--- config.mk ---
export PLATFORM = sky130hd
export DESIGN_NAME = bist_ctrl
export DESIGN_NICKNAME = d
export VERILOG_FILES = /design/src/rtl/bist_pkg.sv /design/src/rtl/bist_lfsr16.sv /design/src/rtl/bist_ctrl.sv
export SDC_FILE = /design/constraint.sdc
export NUM_CORES = 1
export LEC_CHECK = 0
export CORE_ASPECT_RATIO = 0.7
export CORE_UTILIZATION = 35
export CTS_CLUSTER_DIAMETER = 60
export CTS_CLUSTER_SIZE = 30
export DETAILED_ROUTE_END_ITERATION = 16
export DONT_BUFFER_PORTS = 1
export SYNTH_ARGS = -nofsm -noshare
export SYNTH_HDL_FRONTEND = slang
export SYNTH_SLANG_ARGS = --single-unit
--- constraint.sdc ---
create_clock -name clk -period 2.5 [get_ports clk]
set_clock_uncertainty 0.2 [all_clocks]
set_input_delay 0.5 -clock clk [delete_from_list [all_inputs] [get_ports clk]]
set_output_delay 0.5 -clock clk [all_outputs]
set_load 0.005 [all_outputs]
--- src/rtl/bist_pkg.sv ---
// Shared constants for the BIST sequencer: state encodings, LFSR taps, default seed.
package bist_pkg;

    localparam int unsigned LFSR_W  = 16;
    localparam int unsigned STATE_W = 3;
    localparam int unsigned CNT_W   = 16;

    localparam logic [STATE_W-1:0] IDLE  = 3'd0;
    localparam logic [STATE_W-1:0] INIT  = 3'd1;
    localparam logic [STATE_W-1:0] RUN   = 3'd2;
    localparam logic [STATE_W-1:0] FLUSH = 3'd3;
    localparam logic [STATE_W-1:0] DONE  = 3'd4;

    // Taps for x^16+x^14+x^13+x^11+1 (bits 15, 13, 12, 10)
    localparam logic [LFSR_W-1:0] TAP_MASK     = 16'hB400;
    localparam logic [LFSR_W-1:0] DEFAULT_SEED = 16'hACE1;

    // One Fibonacci step: shift left, feedback into bit 0, then fold in data
    function automatic logic [LFSR_W-1:0] lfsr_next(input logic [LFSR_W-1:0] q,
                                                    input logic [LFSR_W-1:0] d);
        return {q[LFSR_W-2:0], ^(q & TAP_MASK)} ^ d;
    endfunction

endpackage

--- src/rtl/bist_lfsr16.sv ---
// 16-bit Fibonacci shift register; data_in = 0 is a pattern generator, data_in = response is a MISR.
module bist_lfsr16
    import bist_pkg::*;
(
    input  logic              clk,
    input  logic              load,
    input  logic              en,
    input  logic [LFSR_W-1:0] seed,
    input  logic [LFSR_W-1:0] data_in,
    output logic [LFSR_W-1:0] q
);

    // Load has priority over stepping
    always_ff @(posedge clk) begin
        if (load) begin
            q <= seed;
        end else if (en) begin
            q <= lfsr_next(q, data_in);
        end
    end

endmodule

--- src/rtl/bist_ctrl.sv ---
// BIST sequencer: applies LFSR patterns to the CUT, compacts responses in a MISR, checks the signature.
module bist_ctrl
    import bist_pkg::*;
#(
    parameter int unsigned       N_PAT      = 200,
    parameter int unsigned       PI_W       = 2,
    parameter int unsigned       PO_W       = 2,
    parameter int unsigned       SIG_W      = 16,
    parameter logic [SIG_W-1:0]  LFSR_SEED  = DEFAULT_SEED,
    parameter logic [SIG_W-1:0]  GOLDEN_SIG = 16'h0000
) (
    input  logic            clk,
    input  logic            reset,
    input  logic            bist_start,
    input  logic [PO_W-1:0] cut_po,
    output logic [PI_W-1:0] cut_pi,
    output logic            cut_reset,
    output logic            test_mode,
    output logic            bist_end,
    output logic            pass_nfail
);

    // An all-zero seed would lock the LFSR, so substitute 1
    localparam logic [SIG_W-1:0] SEED_EFF = (LFSR_SEED == '0) ? SIG_W'(1) : LFSR_SEED;
    localparam logic [CNT_W-1:0] CNT_LAST = CNT_W'(N_PAT - 1);

    logic [STATE_W-1:0] state, next_state;
    logic [CNT_W-1:0]   pat_cnt;
    logic [SIG_W-1:0]   lfsr_q, misr_q;
    logic               lfsr_load, lfsr_en, misr_load, misr_en;

    logic [PI_W-1:0]    cut_pi_d;
    logic               cut_reset_d, test_mode_d, bist_end_d, pass_nfail_d;

    bist_lfsr16 u_lfsr (
        .clk     (clk),
        .load    (lfsr_load),
        .en      (lfsr_en),
        .seed    (SEED_EFF),
        .data_in ('0),
        .q       (lfsr_q)
    );

    bist_lfsr16 u_misr (
        .clk     (clk),
        .load    (misr_load),
        .en      (misr_en),
        .seed    ('0),
        .data_in (SIG_W'(cut_po)),
        .q       (misr_q)
    );

    // Register load/step controls; reset reuses the load path
    always_comb begin
        lfsr_load = reset || (state == INIT);
        misr_load = reset || (state == INIT);
        lfsr_en   = (state == RUN);
        misr_en   = (state == RUN) || (state == FLUSH);
    end

    // Next state and next registered output values
    always_comb begin
        next_state   = state;
        cut_pi_d     = '0;
        cut_reset_d  = 1'b0;
        test_mode_d  = 1'b0;
        bist_end_d   = (state == DONE);
        pass_nfail_d = pass_nfail;

        case (state)
            IDLE:    if (bist_start) next_state = INIT;
            INIT:    next_state = RUN;
            RUN:     if (pat_cnt == CNT_LAST) next_state = FLUSH;
            FLUSH:   next_state = DONE;
            DONE:    if (!bist_start) next_state = IDLE;
            default: next_state = IDLE;
        endcase

        // Final MISR value is settled once in DONE, so compare there
        if (state == DONE) begin
            pass_nfail_d = (misr_q == GOLDEN_SIG);
        end

        // Outputs follow the state being entered so they line up with it
        case (next_state)
            INIT: begin
                cut_reset_d  = 1'b1;
                test_mode_d  = 1'b1;
                pass_nfail_d = 1'b0;
            end
            RUN: begin
                test_mode_d = 1'b1;
                cut_pi_d    = (state == INIT) ? SEED_EFF[PI_W-1:0]
                                              : PI_W'(lfsr_next(lfsr_q, '0));
            end
            FLUSH: begin
                test_mode_d = 1'b1;
                cut_pi_d    = cut_pi;
            end
            default: ;
        endcase
    end

    // State and output registers
    always_ff @(posedge clk) begin
        if (reset) begin
            state      <= IDLE;
            cut_pi     <= '0;
            cut_reset  <= 1'b0;
            test_mode  <= 1'b0;
            bist_end   <= 1'b0;
            pass_nfail <= 1'b0;
        end else begin
            state      <= next_state;
            cut_pi     <= cut_pi_d;
            cut_reset  <= cut_reset_d;
            test_mode  <= test_mode_d;
            bist_end   <= bist_end_d;
            pass_nfail <= pass_nfail_d;
        end
    end

    // Pattern counter: cleared in INIT, counts RUN cycles
    always_ff @(posedge clk) begin
        if (reset || (state == INIT)) begin
            pat_cnt <= '0;
        end else if (state == RUN) begin
            pat_cnt <= pat_cnt + CNT_W'(1);
        end
    end

endmodule
Word level (Yosys, flattened, before mapping)
Index checks and enable logic that the tools add are counted.
Widths: inputs -> output; s select.
{ "word_totals": {"reg_bits": 57, "word_cells": 35} }
{ "classes": {"add_sub_neg": 1, "n_eq_ne": 8, "n_mux": 8, "n_bitwise": 1, "reduce_logical": 8} }
{ "op_table": {"columns": ["operator", "count"], "rows": [
  ["$reduce_xor 16->1", 2],
  ["$add 16x1->16 const B", 1],
  ["$eq 16x8->1 const B", 1],
  ["$logic_not 16->1", 1],
  ["$xor 16x2->16", 1],
  ["$pmux 3 s5", 1],
  ["$eq 3x2->1 const B", 4],
  ["$mux 3", 3],
  ["$eq 3x1->1 const B", 2],
  ["$pmux 2 s2", 1],
  ["$eq 3x3->1 const B", 1],
  ["$logic_not 3->1", 1],
  ["$reduce_or 3->1", 1],
  ["$logic_or 1x1->1", 2],
  ["$mux 1", 2],
  ["$mux 2", 1],
  ["$reduce_or 2->1", 1]
]} }

Longest topological paths before layout
Gate-level depths: netlist of run 1.
{ "depth": {"ltp_word": 6, "depth_mapped": 6} }

Modules after synthesis
Synthesis of run 1 repeated with hierarchy kept, for this count alone.
{ "hier_totals": {"cells_unflattened": 280, "hier_area_um2": 2856.5} }
{ "modules_own_cells": {"columns": ["mod", "instances", "cells_each", "area_each_um2", "seq_area_each_um2"], "rows": [
  ["bist_lfsr16", 2, 70, 809.5, 480.5],
  ["bist_ctrl", 1, 140, 1237.4, 500.5]
]} }

Worst setup path after synthesis of run 1
No wires, ideal clock.
{ "synth_path": {"path_kind": "register to register", "start": "register pat_cnt[0]", "end": "register pat_cnt[12]", "setup_ps": 122, "arrival_time_ps": 1420, "required_ps": 2178, "slack_ps": 759, "stages_incl_launch_ff": 6, "path_buffers": 0, "synth_period_minus_slack_ps": 1741, "path_cell_list": "dfxtp_1 ha_1 nand3b_4 or4_1 o21ai_0 a21oi_1"} }
{ "synth_via": {"elab_chain_len": 1} }
{ "synth_lines": {"columns": ["element", "line_no", "source"], "rows": [
  ["start, declared", "bist_ctrl.sv:28", "logic [CNT_W-1:0] pat_cnt;"],
  ["start signal, assigned", "bist_ctrl.sv:128", "pat_cnt <= pat_cnt + CNT_W'(1);"],
  ["$add 16x1->16", "bist_ctrl.sv:128", null]
]} }
No other way between the ends.
A chain may end at the register's enable or synchronous reset.

Final worst setup path of run 1
{ "layout_path": {"start": "register state[2]", "end": "register pat_cnt[14]"} }
{ "layout_via": {"elab_chain_len": 2, "elab_cells_between_ends": 3, "cone_classes": "eq/ne (2); reduce/logical (1)"} }
{ "layout_lines": {"columns": ["element", "line_no", "source"], "rows": [
  ["start, declared", "bist_ctrl.sv:27", "logic [STATE_W-1:0] state, next_state;"],
  ["start signal, assigned", "bist_ctrl.sv:114", "state <= next_state;"],
  ["$eq 3x1->1", "bist_ctrl.sv:125", "if (reset || (state == INIT)) begin"],
  ["$logic_or 1x1->1", "bist_ctrl.sv:125", null]
]} }
Several ways; a longest one is shown, not always the timed one.

==> results of run 1 <==
## final cells by class
type / instances / share of cell area, %
flip-flops and latches: 57 / 43.8
multi-input cells: 205 / 44.3
clock inverters: 4 / 0.768
repair buffers: 3 / 1.34
well taps: 91 / 4.37
clock buffers: 12 / 5.18
inverters: 2 / 0.288
## metal layers
metal	track usage [%]	routed length [µm]
met1	22.5	2630
met2	19.5	1850
met3	6.52	292
met4	5.80	52
met5	0	0
## cell usage in the layout, fill, tap and decap left out, types with 2 or more instances in the layout
cell type,n
nand2_1,71
dfxtp_1,57
a21oi_1,29
nor2_1,19
xnor2_1,12
nand3_1,12
clkbuf_8,9
xor2_1,7
o21ai_0,5
nor4_1,5
a211oi_1,5
and3_1,4
nor3_1,4
clkinv_2,4
clkbuf_1,3
inv_1,2
nand2b_1,2
or2_2,2
nand4_1,2
nand4b_1,2
or3_1,2
nor4b_1,2
nor4bb_1,2
a32oi_1,2
ha_1,2
buf_4,2
## Yosys cell counts (4+ instances only)
cell,number
nor2_1,19
a211oi_1,5
a21oi_1,29
buf_2,6
o21ai_0,5
dfxtp_1,57
xor2_1,7
nand3_1,12
and3_1,4
clkbuf_1,8
nand2_1,71
nor4_1,5
nor3_1,4
xnor2_1,12
## where the power goes
group	switching (µW)	leakage, µW	internal, µW	total, µW
clock	348	0.0000839	353	700
sequential	31.2	0.000462	941	972
combinational	96.7	0.000378	56.8	154
## sequential cells by signal, indices dropped and copies added, names as in the netlist
name	cells
u_lfsr.q	16
bist_end	1
pass_nfail	1
pat_cnt	16
state	3
cut_reset	1
cut_pi	2
test_mode	1
u_misr.q	16
## metrics by stage
step                      setup WS, ns  util [%]  total power, µW  cells  instance area (µm²)
after floorplan                  0.759         -             1110    281                 2380
after global placement           0.580      38.3             1140    358                 2450
after detailed placement         0.539      38.3             1150    358                 2450
after CTS                        0.532      40.8             1860    374                 2610
after global routing             0.354      40.8             1930    374                 2610
final                            0.514      40.8             1830    374                 2610
## final timing paths
path,cells after the start,startpoint,end,slack [ns]
max,4,state[2],pat_cnt[14],0.51
max reg2reg,4,state[2],pat_cnt[14],0.51
min reg2reg,2,u_lfsr.q[2],u_lfsr.q[3],0.25
min,1,reset,pass_nfail,0.03
## kinds of logic after synthesis
group,share of synthesized area [%]
muxes,0.420
xor gates and xnor gates,6.99
and+or+nand+nor,30.0
DFF,47.9
buffers and inverters,3.78
adders and majority gates,1.05
AOI/OAI and AO/OA,9.83
==> impl_metrics.py, run 1 <==
metrics = {
    "cts": {
        "path_clk_slew_ns": 0.06,
        "cts_setup_buffers": 0,
        "hold_buffers": 0,
        "htreeDepth": 3,
        "cts_buffers": 9,
        "clock_path_buffers": 2,
        "cts_tree": "yes",
        "cts-resized-gates": 0,
        "cts_sinks": 57,
        "clockRootBuffer": "clkbuf_8",
        "clk_latency_ns": 0.34,
    },
    "global_route": {
        "grt_max_degree": 23,
        "antenna_found_initial": 0,
        "grt_pass1_vias": 1625,
        "grt_pass1_wl_um": 8210,
        "grtUsageTotal_pct": 15.4,
        "grt_overflow_total": 0,
    },
    "yosys": {
        "synth_nets": 288,
        "synth_area_um2": 2380,
        "synth.area.top_cells": "dfxtp_1, nand2_1, a21oi_1, xnor2_1, nor2_1",
        "synth_area_per_cell_um2": 8.47,
        "synthDistinctLibCells": 40,
        "synth_warnings": 0,
        "async_reset_ff_share_pct": 0,
        "synth_top_cell_by_area": "dfxtp_1",
        "synth_seq_area_share_pct": 47.9,
        "ys.flop_type": "dfxtp_1",
        "postSynthCellCount": 281,
        "yosys.area.top_type_share_pct": 47.9,
        "ys_seq_elements": 57,
        "synth_edf_count": 0,
    },
    "route": {
        "drt_iter0_markers": 128,
        "first_pass_iters": 4,
        "antenna_left": 0,
        "drt-total-wl_um": 4830,
        "vias": 1846,
        "avgRoutedWirePerCell_um": 12.9,
        "route.detailed.drc": 0,
        "viasPerCell": 4.94,
    },
    "critical_path": {
        "start_kind": "flop",
        "end_kind": "flop",
        "crit_path_max_fanout": 15,
        "path_cells": "nand3b_2, or4_1, o21ai_0, a21oi_1",
        "crit_path_max_incr_delay_ns": 0.58,
        "crit_family": "simple AND/OR/NAND/NOR gates",
        "critPathArrivalTime_ns": 2.01,
        "cp.required_ns": 2.52,
        "criticalPathCategory": "reg -> reg",
        "crit_slowest_cell": "or4_1",
        "critPathBufInv": 0,
    },
    "placed_design": {
        "place.gp.congestion": 0.775,
        "numPortBuffers": 0,
        "dp_hpwl_um": 3280,
    },
    "die": {
        "fp.dieW_um": 101,
        "rows": 24,
        "io_pins": 11,
        "die_h_um": 71.0,
        "start_util_pct": 37.2,
        "core_area_um2": 6400,
        "die_area_um2": 7140,
    },
    "timing": {
        "maxSlewHeadroom_pct": 56.0,
        "max_freq_ghz": 0.504,
        "finalSetupTns_ns": 0,
        "timing.final.crit_period_ns": 1.99,
        "holdWs_ns": 0.0283,
        "worstMarginPinSlew_ns": 0.660,
        "setup_viol": 0,
        "rsz0062_at_grt": "no",
        "finalCritPeriodShare_pct": 79.4,
        "drv_slew": 0,
        "finalHoldViolCount": 0,
    },
    "cells_and_area": {
        "nFillCells": 648,
        "layout-drive-gt1-share_pct": 9.19,
        "regArea_um2": 1140,
        "nets": 285,
        "multi_input_area_um2": 1150,
        "area_growth_pct": 9.51,
        "diodes": 0,
    },
    "hold_path": {
        "hold_path_class": "in -> reg",
    },
    "outcome": {
        "status": "finished, final reports clean",
    },
    "power_and_ir_drop": {
        "vdd_drop_max_v": 0.000370,
        "p_leak_uw": 0.000924,
        "cellPowerDensity_nw_per_um2": 700,
    },
    "run": {
        "cap_violations": 0,
    },
}
No activity file was read; power rests on OpenSTA's default activity.
==> inputs of run 2 (changes only) <==
==> constraint.sdc (replaced) <==
create_clock -name clk -period 1.75 [get_ports clk]
set_clock_uncertainty 0.2 [all_clocks]
set_input_delay 0.35 -clock clk [delete_from_list [all_inputs] [get_ports clk]]
set_output_delay 0.35 -clock clk [all_outputs]
set_load 0.005 [all_outputs]
==> impl_metrics.py, run 2 (synthesis gave the netlist of run 1 again) <==
metrics = {
    "critical_path": {
        "end_kind": "flop",
        "rrSetupSlack_ns": 0.07,
        "crit_slowest_cell": "or4_1",
        "reg2regPathDepth": 4,
        "cp.required_ns": 1.77,
        "crit_path_max_incr_delay_ns": 0.53,
        "path_cells": "nand4_1, or4_1, o21ai_1, a21oi_1",
        "start_kind": "flop",
        "critPathArrivalTime_ns": 1.70,
        "r2r_start": "pat_cnt[5]",
        "timing.rr.end": "pat_cnt[12]",
        "criticalPathCategory": "reg -> reg",
        "crit_path_max_fanout": 6,
    },
    "power_and_ir_drop": {
        "p_leak_uw": 0.00106,
        "total_power_uw": 2890,
        "vdd_drop_max_v": 0.000442,
        "cellPowerDensity_nw_per_um2": 1010,
    },
    "cts": {
        "cts_sinks": 57,
        "htreeDepth": 3,
        "clk_latency_ns": 0.34,
        "clock_path_buffers": 2,
        "cts_buffers": 9,
        "cts_tree": "yes",
        "path_clk_slew_ns": 0.06,
        "clockRootBuffer": "clkbuf_8",
    },
    "route": {
        "drt-total-wl_um": 4890,
        "drt_iter0_markers": 132,
        "route.detailed.drc": 0,
        "first_pass_iters": 4,
        "antenna_left": 0,
        "viasPerCell": 4.79,
        "vias": 1879,
        "avgRoutedWirePerCell_um": 12.5,
    },
    "hold_path": {
        "min_to": "u_misr.q[1]",
        "hold_start": "cut_po[1]",
        "hold_path_class": "in -> reg",
        "holdPathStages": 2,
    },
    "timing": {
        "worstMarginPinSlew_ns": 0.551,
        "timing.final.crit_period_ns": 1.68,
        "finalCritPeriodShare_pct": 95.8,
        "drv_slew": 0,
        "setup_viol": 0,
        "holdWs_ns": 0.0347,
        "finalSetupTns_ns": 0,
        "rsz0062_at_grt": "no",
        "max_freq_ghz": 0.597,
        "finalHoldViolCount": 0,
        "maxSlewHeadroom_pct": 62.3,
    },
    "placed_design": {
        "dp_hpwl_um": 3210,
        "place.gp.congestion": 0.795,
        "numPortBuffers": 0,
        "placed_area_um2": 2590,
    },
    "cells_and_area": {
        "layout-drive-gt1-share_pct": 16.9,
        "area_growth_pct": 19.5,
        "diodes": 0,
        "regArea_um2": 1150,
        "multi_input_area_um2": 1190,
        "nFillCells": 634,
        "final_common_cell": "nand2_1",
        "top_regs": "pat_cnt: 16 flops, u_lfsr.q: 16 flops, u_misr.q: 16 flops",
        "nets": 304,
        "final_cell_area_um2": 2850,
        "final_cell_mix": "nand2_1, dfxtp_1, a21oi_1, nor2_1, buf_4",
    },
    "outcome": {
        "status": "finished, final reports clean",
    },
    "global_route": {
        "antenna_found_initial": 0,
        "grtUsageTotal_pct": 16.0,
        "grt_overflow_total": 0,
        "grt_max_degree": 30,
        "grt_pass1_vias": 1733,
        "grt_pass1_wl_um": 8550,
    },
    "die": {
        "core_area_um2": 6400,
        "fp.dieW_um": 101,
        "start_util_pct": 37.2,
        "die_h_um": 71.0,
        "rows": 24,
        "io_pins": 11,
        "die_area_um2": 7140,
    },
    "run": {
        "cap_violations": 0,
    },
}
-- run 2: cell types whose count changed in the layout (fill, tap and decap cells not counted), sizes merged --
cell / previous run / this run
buf: 3 / 20
dlygate4sd3: 0 / 2
bufinv: 0 / 1
clkinv: 4 / 2
-- run 2: power breakdown --
group	internal (µW)	switching [µW]	leakage (µW)	total (µW)
registers	1350	37.6	0.000464	1380
clock network	722	510	0.000102	1230
logic	118	154	0.000494	271
total	2190	701	0.00106	2890
-- run 2: worst max path at each step --
stage	startpoint	to	slack, ns	depth (start not counted)
after floorplan	pat_cnt[0]	pat_cnt[12]	0.009	5
after global placement	state[1]	cut_pi[0]	-0.02	4
after detailed placement	state[1]	cut_pi[0]	-0.007	4
after CTS	state[1]	cut_pi[0]	0.002	4
after global routing	pat_cnt[10]	pat_cnt[15]	0.007	4
final	pat_cnt[5]	pat_cnt[12]	0.07	4
-- run 2: per-layer routing --
metal | up-vias | global-route usage [%] | share of wire [%]
li1 | 989 | - | -
met1 | 857 | 23.3 | 55
met2 | 26 | 20.4 | 40
met3 | 7 | 7.51 | 4.1
met4 | 0 | 4.83 | 1.1
met5 | - | 0 | 0
-- run 2: area by class of cell --
cell class / instances / share of cell area [%]
multi-input cells: 205 / 41.8
flip-flops and latches: 57 / 40.3
repair buffers: 22 / 6.86
clock buffers: 12 / 5.45
well taps: 91 / 4.00
clock inverters: 3 / 1.41
inverters: 2 / 0.264
-- run 2: stage by stage --
step / util [%] / std cells / setup slack, ns
detailed placement: 40.5 / 375 / -0.00694
global placement: 40.5 / 375 / -0.0210
floorplan: - / 281 / 0.00897
global route: 44.5 / 392 / 0.00699
CTS: 43.9 / 392 / 0.00180
finish: 44.5 / 392 / 0.0738
-- run 2: what timing repair did --
item	4_1_cts	5_1_grt
pin swaps	0	2
hold endpoints to repair	7	0
hold buffers	2	0
resized for setup	3	8
setup buffers	0	0
endpoints found under the setup margin	2	14
-- run 2: worst max-delay path, delay by kind of cell (launching register included) --
family,cells,cell delay [ns]
flip-flops,1,0.44
AND/OR/NAND/NOR,2,0.70
AO/OA/AOI/OAI,2,0.22
==> inputs of run 3 (changes only) <==
--- a/config.mk
+++ b/config.mk
@@ -11,6 +11,7 @@
 export CTS_CLUSTER_SIZE = 30
 export DETAILED_ROUTE_END_ITERATION = 16
 export DONT_BUFFER_PORTS = 1
+export SLEW_MARGIN = 20
 export SYNTH_ARGS = -nofsm -noshare
 export SYNTH_HDL_FRONTEND = slang
 export SYNTH_SLANG_ARGS = --single-unit
==> results of run 3 <==
No change in the layout: final DEF, timing and power equal those of run 2.
